File: config.mk
export PLATFORM = sky130hd
export DESIGN_NAME = reduce_stretch_flat
export DESIGN_NICKNAME = d
export VERILOG_FILES = /design/src/rtl/reduce_stretch_if.sv /design/src/rtl/reduce_stretch.sv /design/src/flat_wrapper.sv
export SDC_FILE = /design/constraint.sdc
export NUM_CORES = 1
export LEC_CHECK = 0
export ABC_AREA = 0
export CAP_MARGIN = 40
export CORE_ASPECT_RATIO = 0.75
export CORE_UTILIZATION = 40
export DETAILED_ROUTE_END_ITERATION = 10
export GPL_TIMING_DRIVEN = 1
export PLACE_DENSITY_LB_ADDON = 0.15
export SLEW_MARGIN = 25
export SYNTH_ARGS = -nofsm -noshare
export SYNTH_HDL_FRONTEND = slang
export SYNTH_SLANG_ARGS = --single-unit
export TNS_END_PERCENT = 20
File: constraint.sdc
create_clock -name clk -period 2.7 [get_ports clk]
set_input_delay 0.81 -clock clk [delete_from_list [all_inputs] [get_ports clk]]
set_output_delay 0.81 -clock clk [all_outputs]
set_load 0.05 [all_outputs]
File: src/rtl/reduce_stretch_if.sv
// Bus bundle for reduce_stretch: packed channel input, per-channel pulses and event count.
// REDUCE_MODE_EN adds the mode select used to pick OR/AND channel reduction.
interface reduce_stretch_if #(
  parameter int W  = 3,
  parameter int N  = 4,
  parameter int CW = 8
);
  logic           en;
`ifdef REDUCE_MODE_EN
  logic           mode;
`endif
  logic           clr;
  logic [N*W-1:0] d;
  logic [N-1:0]   q;
  logic           any;
  logic [CW-1:0]  evt_cnt;

  modport master (
    output en,
`ifdef REDUCE_MODE_EN
    output mode,
`endif
    output clr,
    output d,
    input  q,
    input  any,
    input  evt_cnt
  );

  modport slave (
    input  en,
`ifdef REDUCE_MODE_EN
    input  mode,
`endif
    input  clr,
    input  d,
    output q,
    output any,
    output evt_cnt
  );
endinterface

File: src/rtl/reduce_stretch.sv
// Multi-channel reduce + pulse stretcher with a saturating new-event counter.
// Optional macro REDUCE_MODE_EN selects OR/AND reduction via the mode input.
module reduce_stretch #(
  parameter int W    = 3,
  parameter int N    = 4,
  parameter int HOLD = 3,
  parameter int CW   = 8
) (
  input logic            clk,
  input logic            rst,
  reduce_stretch_if.slave bus
);

  localparam int HW = (HOLD > 0) ? $clog2(HOLD + 1) : 1;
  localparam int PW = $clog2(N + 1);
  localparam int SW = CW + PW;
  localparam logic [SW-1:0] MAX_CNT = {{PW{1'b0}}, {CW{1'b1}}};

  logic [N-1:0]  hit;
  logic [N-1:0]  new_evt;
  logic [N-1:0]  q_p1;
  logic [HW-1:0] cnt_p1 [N];
  logic [CW-1:0] evt_p1;

  function automatic logic [PW-1:0] popcount(input logic [N-1:0] v);
    logic [PW-1:0] c;
    c = '0;
    for (int i = 0; i < N; i++) c = c + PW'(v[i]);
    return c;
  endfunction

  // Widened add so a multi-channel burst near the top clamps instead of wrapping.
  function automatic logic [CW-1:0] sat_add(input logic [CW-1:0] acc, input logic [PW-1:0] inc);
    logic [SW-1:0] sum;
    sum = {{PW{1'b0}}, acc} + {{CW{1'b0}}, inc};
    if (sum > MAX_CNT) return {CW{1'b1}};
    return sum[CW-1:0];
  endfunction

  always_comb begin
    hit = '0;
    for (int i = 0; i < N; i++) begin
`ifdef REDUCE_MODE_EN
      hit[i] = bus.en & (bus.mode ? (&bus.d[i*W +: W]) : (|bus.d[i*W +: W]));
`else
      hit[i] = bus.en & (|bus.d[i*W +: W]);
`endif
    end
  end

  // Only the rising start of a stretched pulse is an event; retriggers are not.
  assign new_evt = hit & ~q_p1;

  // Stage p1: stretch state and event counter
  always_ff @(posedge clk or posedge rst) begin
    if (rst) begin
      for (int i = 0; i < N; i++) cnt_p1[i] <= '0;
      q_p1   <= '0;
      evt_p1 <= '0;
    end else begin
      for (int i = 0; i < N; i++) begin
        if (bus.clr) begin
          cnt_p1[i] <= '0;
          q_p1[i]   <= 1'b0;
        end else if (hit[i]) begin
          cnt_p1[i] <= HW'(HOLD);
          q_p1[i]   <= 1'b1;
        end else if (cnt_p1[i] != '0) begin
          cnt_p1[i] <= cnt_p1[i] - HW'(1);
          q_p1[i]   <= 1'b1;
        end else begin
          q_p1[i]   <= 1'b0;
        end
      end
      if (bus.clr) evt_p1 <= '0;
      else         evt_p1 <= sat_add(evt_p1, popcount(new_evt));
    end
  end

  assign bus.q       = q_p1;
  assign bus.any     = |q_p1;
  assign bus.evt_cnt = evt_p1;

endmodule

File: src/flat_wrapper.sv
// flat-port wrapper written by rule: the top's interface ports become plain ports
module reduce_stretch_flat 
#(
  parameter int W    = 3,
  parameter int N    = 4,
  parameter int HOLD = 3,
  parameter int CW   = 8
)
  (clk, rst, bus_en, bus_clr, bus_d, bus_q, bus_any, bus_evt_cnt);
  reduce_stretch_if #(.W(W), .N(N), .CW(CW)) bus_i ();
  input logic clk;
  input logic rst;
  input wire logic [$bits(bus_i.en)-1:0] bus_en;
  input wire logic [$bits(bus_i.clr)-1:0] bus_clr;
  input wire logic [$bits(bus_i.d)-1:0] bus_d;
  output wire logic [$bits(bus_i.q)-1:0] bus_q;
  output wire logic [$bits(bus_i.any)-1:0] bus_any;
  output wire logic [$bits(bus_i.evt_cnt)-1:0] bus_evt_cnt;
  assign bus_i.en = bus_en;
  assign bus_i.clr = bus_clr;
  assign bus_i.d = bus_d;
  assign bus_q = bus_i.q;
  assign bus_any = bus_i.any;
  assign bus_evt_cnt = bus_i.evt_cnt;
  reduce_stretch #(.W(W), .N(N), .HOLD(HOLD), .CW(CW)) u_core (.clk(clk), .rst(rst), .bus(bus_i));
endmodule
# Word-level counts from Yosys, hierarchy flattened
# Index checks and enable logic that the tools add are counted.
# op_classes
reduce_logical	13
n_shift	0
div	0
magnitude_cmp	1
bitwise	6
eq_ne	0
n_addsub	8
multipliers	0
muxes	29
# ops
operator	count
2-bit 2-to-1 mux	12
8-bit 2-to-1 mux	3
1-bit 2-to-1 mux	14
3-bit nonzero test	4
3-bit OR reduction	4
11-bit by 8-bit greater-than comparator with 1-bit output, second input constant	1
8-bit by 3-bit adder with 9-bit output	1
2-bit nonzero test	4
2-bit by 1-bit subtractor with 2-bit output, second input constant	4
3-bit by 1-bit adder with 3-bit output	2
1-bit AND	4
4-bit AND	1
4-bit inverter	1
4-bit OR reduction	1
1-bit by 1-bit adder with 2-bit output	1
# totals
n_memories	0
register_bits	20
out_inout_bits	13
romBits	0
latch_bits	0
wordCells	63
mem_bits_rw	0

# Depth between registers and ports, before layout
# logic_depth
word_depth	12
depth_mapped	10
depth_no_buf	10

# Worst setup path after synthesis
# Ideal clock, no wire load.
# synth_timing
path_kind	input-to-reg
from	in bus_d[1]
to	reg u_core.evt_p1[6], in the netlist u_core.bus.evt_cnt[6]
slack_ps	-793
t_required_ps	2560
path_stages	10
arrival_ps	3352
path_buffers	0
cell_sequence	o31ai_1 nor2_1 ha_1 fa_1 ha_1 inv_1 fa_1 nand2b_1 a2111oi_0 a211oi_1
# synth_between
elab_chain_len	12
# synth_lines
item	line	rtl
start, declared	flat_wrapper.sv:15	input wire logic [$bits(bus_i.d)-1:0] bus_d;
3-bit OR reduction (*)	reduce_stretch.sv:46	hit[i] = bus.en & (|bus.d[i*W +: W]);
1-bit AND (*)	reduce_stretch.sv:46	
4-bit AND (*)	reduce_stretch.sv:52	assign new_evt = hit & ~q_p1;
1-bit by 1-bit adder with 2-bit output (*)	reduce_stretch.sv:28	for (int i = 0; i < N; i++) c = c + PW'(v[i]);
3-bit by 1-bit adder with 3-bit output (*) (2 in a row)	reduce_stretch.sv:28	
8-bit by 3-bit adder with 9-bit output (*)	reduce_stretch.sv:35	sum = {{PW{1'b0}}, acc} + {{CW{1'b0}}, inc};
11-bit by 8-bit greater-than comparator with 1-bit output	reduce_stretch.sv:36	if (sum > MAX_CNT) return {CW{1'b1}};
1-bit 2-to-1 mux	reduce_stretch.sv:36	
1-bit 2-to-1 mux	reduce_stretch.sv:75	if (bus.clr) evt_p1 <= '0;
8-bit 2-to-1 mux (*)	reduce_stretch.sv:37	return sum[CW-1:0];
8-bit 2-to-1 mux (*)	reduce_stretch.sv:75	
end signal, assigned	reduce_stretch.sv:76	else evt_p1 <= sat_add(evt_p1, popcount(new_evt));
end, declared	reduce_stretch.sv:23	logic [CW-1:0] evt_p1;
# Every way passes the cells marked *; elsewhere a longest branch is shown, timed or not. The select of a mux whose other input is x is not followed.
# A chain may end at the register's enable or synchronous reset.

# Worst setup path in the final report
# layout_timing
from	in bus_d[5]
to	reg u_core.evt_p1[4], in the netlist u_core.bus.evt_cnt[4]
# The elaborated chain is that of the path after synthesis.

==> results.yml <==
outcome:
  outcome: "finished, violations left"
  violations: "setup timing"
placement:
  gp_congestion: 0.819
  dp.cells: 185
  io_buffers: 28
  dp_hpwl_um: 1920
  pre_cts_slack_ns: -1.10
route:
  first_iter_violations: 23
  vias_per_cell: 5.05
  drc: 0
  drt-total-wl_um: 2520
  routedWlPerCell_um: 12.8
  vias: 989
  antenna_left: 0
  first_pass_iters: 4
floorplan:
  core_um2: 2640
  die_area_um2: 3050
  io_pins: 29
  die_h_um: 48.1
  initial_utilization: 0.428
  rows: 16
  die_x_um: 63.4
sta:
  rsz0062_at_grt: "true"
  worst_pin_slew_ns: 0.515
  setup_viol: 8
  fmax_mhz: 329
  hold_viol_final: 0
  finClkSkew_ns: 0.00336
  setup_ws_ns: -0.344
  post-route-period-util: 1.13
  relSlewSlack: 0.656
  final-max-slew-violation-count: 0
  min_period_ns: 3.04
cells_and_area:
  antenna_cells: 0
  drive_above_1_share: 0.306
  num-nets-final: 188
  syn2layout_area_growth_pct: 58.2
  fin_cells: 196
min_path:
  hp-class: "reg -> reg"
  min_to: "u_core.cnt_p1[5]"
  holdPathStages: 2
  hp-start: "u_core.cnt_p1[5]"
synthesis:
  synthArstFlopShare: 1.00
  synthMostInstantiatedCell: "dfrtp_1"
  netlist_area_um2: 1130
  synth_flop_cell: "dfrtp_1"
  synth_seq_cells: 20
  synth-edff-count: 0
  seq_area_frac_synth: 0.442
  netlist_top_cells_area: "dfrtp_1 44%, ha_1 10%, a21oi_1 7.5%"
  synth_top_area_cell: "dfrtp_1"
  ys_warn_count: 0
  synth_nets: 140
  synth_common_cells: "20 x dfrtp_1, 18 x inv_1, 17 x a21oi_1"
  syn_avg_cell_area_um2: 10.0
  netlist_instances: 113
  synth_top_cell_area_share: 0.442
  synthDistinctLibCells: 30
worst_setup_path:
  critical_path_required_ns: 2.83
  r2r_slack_ns: 0.15
  worstPathArrival_ns: 3.17
  start_kind: "input port"
  critPathKind: "in -> reg"
  r2r_cells: 9
  r2r-start: "u_core.bus.q[1]"
  r2r-end: "u_core.bus.evt_cnt[4]"
  end_kind: "flip-flop"
  cp_max_fo: 3
clock_tree:
  cts.path.max_buffers: 2
  path_clk_slew_ns: 0.07
  root_buffer: "clkbuf_8"
  cts_tree: "done"
  cts-buffers-inserted: 3
  htree_levels: 1
  cts_sinks: 20
  clk_latency_ns: 0.26
  hold_buffers: 0
global_routing:
  grt_max_degree: 21
  grt_pass1_vias: 902
  antenna_found_initial: 0
  grtUsageTotal: 0.181
  grt_first_pass_wirelength_um: 4130
  grt_overflow: 0
power:
  power.leakage_nw: 0.806
  peakVddDrop_v: 0.000372
  p_per_area_nw_per_um2: 602
flow_run:
  cap_viol_max_count: 0
==> worst max-delay path, stage by stage <==
cell	delay, ns
buf_6	0.09
o31ai_4	0.24
nor2_1	0.06
ha_1	0.31
fa_2	0.56
ha_4	0.14
inv_2	0.03
fa_2	0.37
nand2b_4	0.19
a2111oi_4	0.30
a211oi_2	0.06
==> through the flow <==
step	TNS [ns]	power (mW)	util	hold slack [ns]	instance area, µm²
floorplan	-3.58	0.657	-	0.534	1210
global route	-3.34	1.16	0.677	0.620	1790
finish	-2.60	1.08	0.677	0.564	1790
detailed placement	-8.30	0.808	0.606	0.554	1600
CTS	-3.18	1.07	0.654	0.571	1730
global placement	-8.16	0.797	0.606	0.547	1600
==> sequential cells by signal (all words and copies together), names as in the netlist <==
name / flops
u_core.cnt_p1: 8
u_core.bus.evt_cnt: 8
u_core.bus.q: 4
==> cells by family after synthesis <==
kind of cell               synth area share
and+or+nand+nor                      0.0896
adders and majority gates             0.135
buffers and inverters                0.0664
xor gates and xnor gates             0.0387
AOI/OAI and AO/OA                     0.208
muxes                                0.0199
DFF                                   0.442
==> layer usage <==
layer  global-route usage  vias to the layer above  share of wire
met5                    0                        -              0
li1                     -                      492              -
met3               0.0500                        0          0.031
met2                0.313                       13           0.51
met4               0.0409                        0              0
met1                0.232                      484           0.45
==> cell usage in the layout, fill, tap and decap left out, types with 2 or more instances in the layout <==
cell              n
o21ai_0           2
ha_1              7
o31ai_4           2
mux2_2            2
ha_4              2
or4_1             2
buf_6             5
clkdlybuf4s50_1  14
dlygate4sd2_1     3
fa_2              2
clkbuf_8          4
a211oi_2          2
o31ai_2           2
dfrtp_1          20
nor2_1            9
inv_1            17
dlymetal6s2s_1    4
xor2_1            5
buf_2             2
a2111oi_4         2
buf_4            16
a21oi_1          17
==> final cells by class <==
class	count	area [µm²]
fillers	223	853
multi-input cells	73	703
flip-flops and latches	20	500
repair buffers	45	418
inverters	18	67.6
clock buffers	4	55.1
well taps	36	45.0
==> power by group <==
part	internal [mW]	total, mW	switching [mW]
clock network	0.130	0.224	0.0940
logic	0.217	0.477	0.260
registers	0.342	0.375	0.0337
==> worst max path at each step <==
stage	endpoint	slack [ns]	start	depth (start not counted)
after floorplan	u_core.bus.evt_cnt[6]	-0.46	bus_d[5]	10
after global placement	u_core.bus.evt_cnt[5]	-1.10	bus_d[5]	11
after detailed placement	u_core.bus.evt_cnt[5]	-1.10	bus_en	11
final	u_core.bus.evt_cnt[4]	-0.34	bus_d[5]	11
after global routing	u_core.bus.evt_cnt[5]	-0.43	bus_d[5]	11
after CTS	u_core.bus.evt_cnt[5]	-0.44	bus_d[2]	11
==> repair_timing <==
item | 4_1_cts | 5_1_grt
setup endpoints to repair | 9 | 8
buffers inserted | 3 | 3
pin swaps | 17 | 13
resized for setup | 45 | 6
Power figures use the tool's default switching activity.
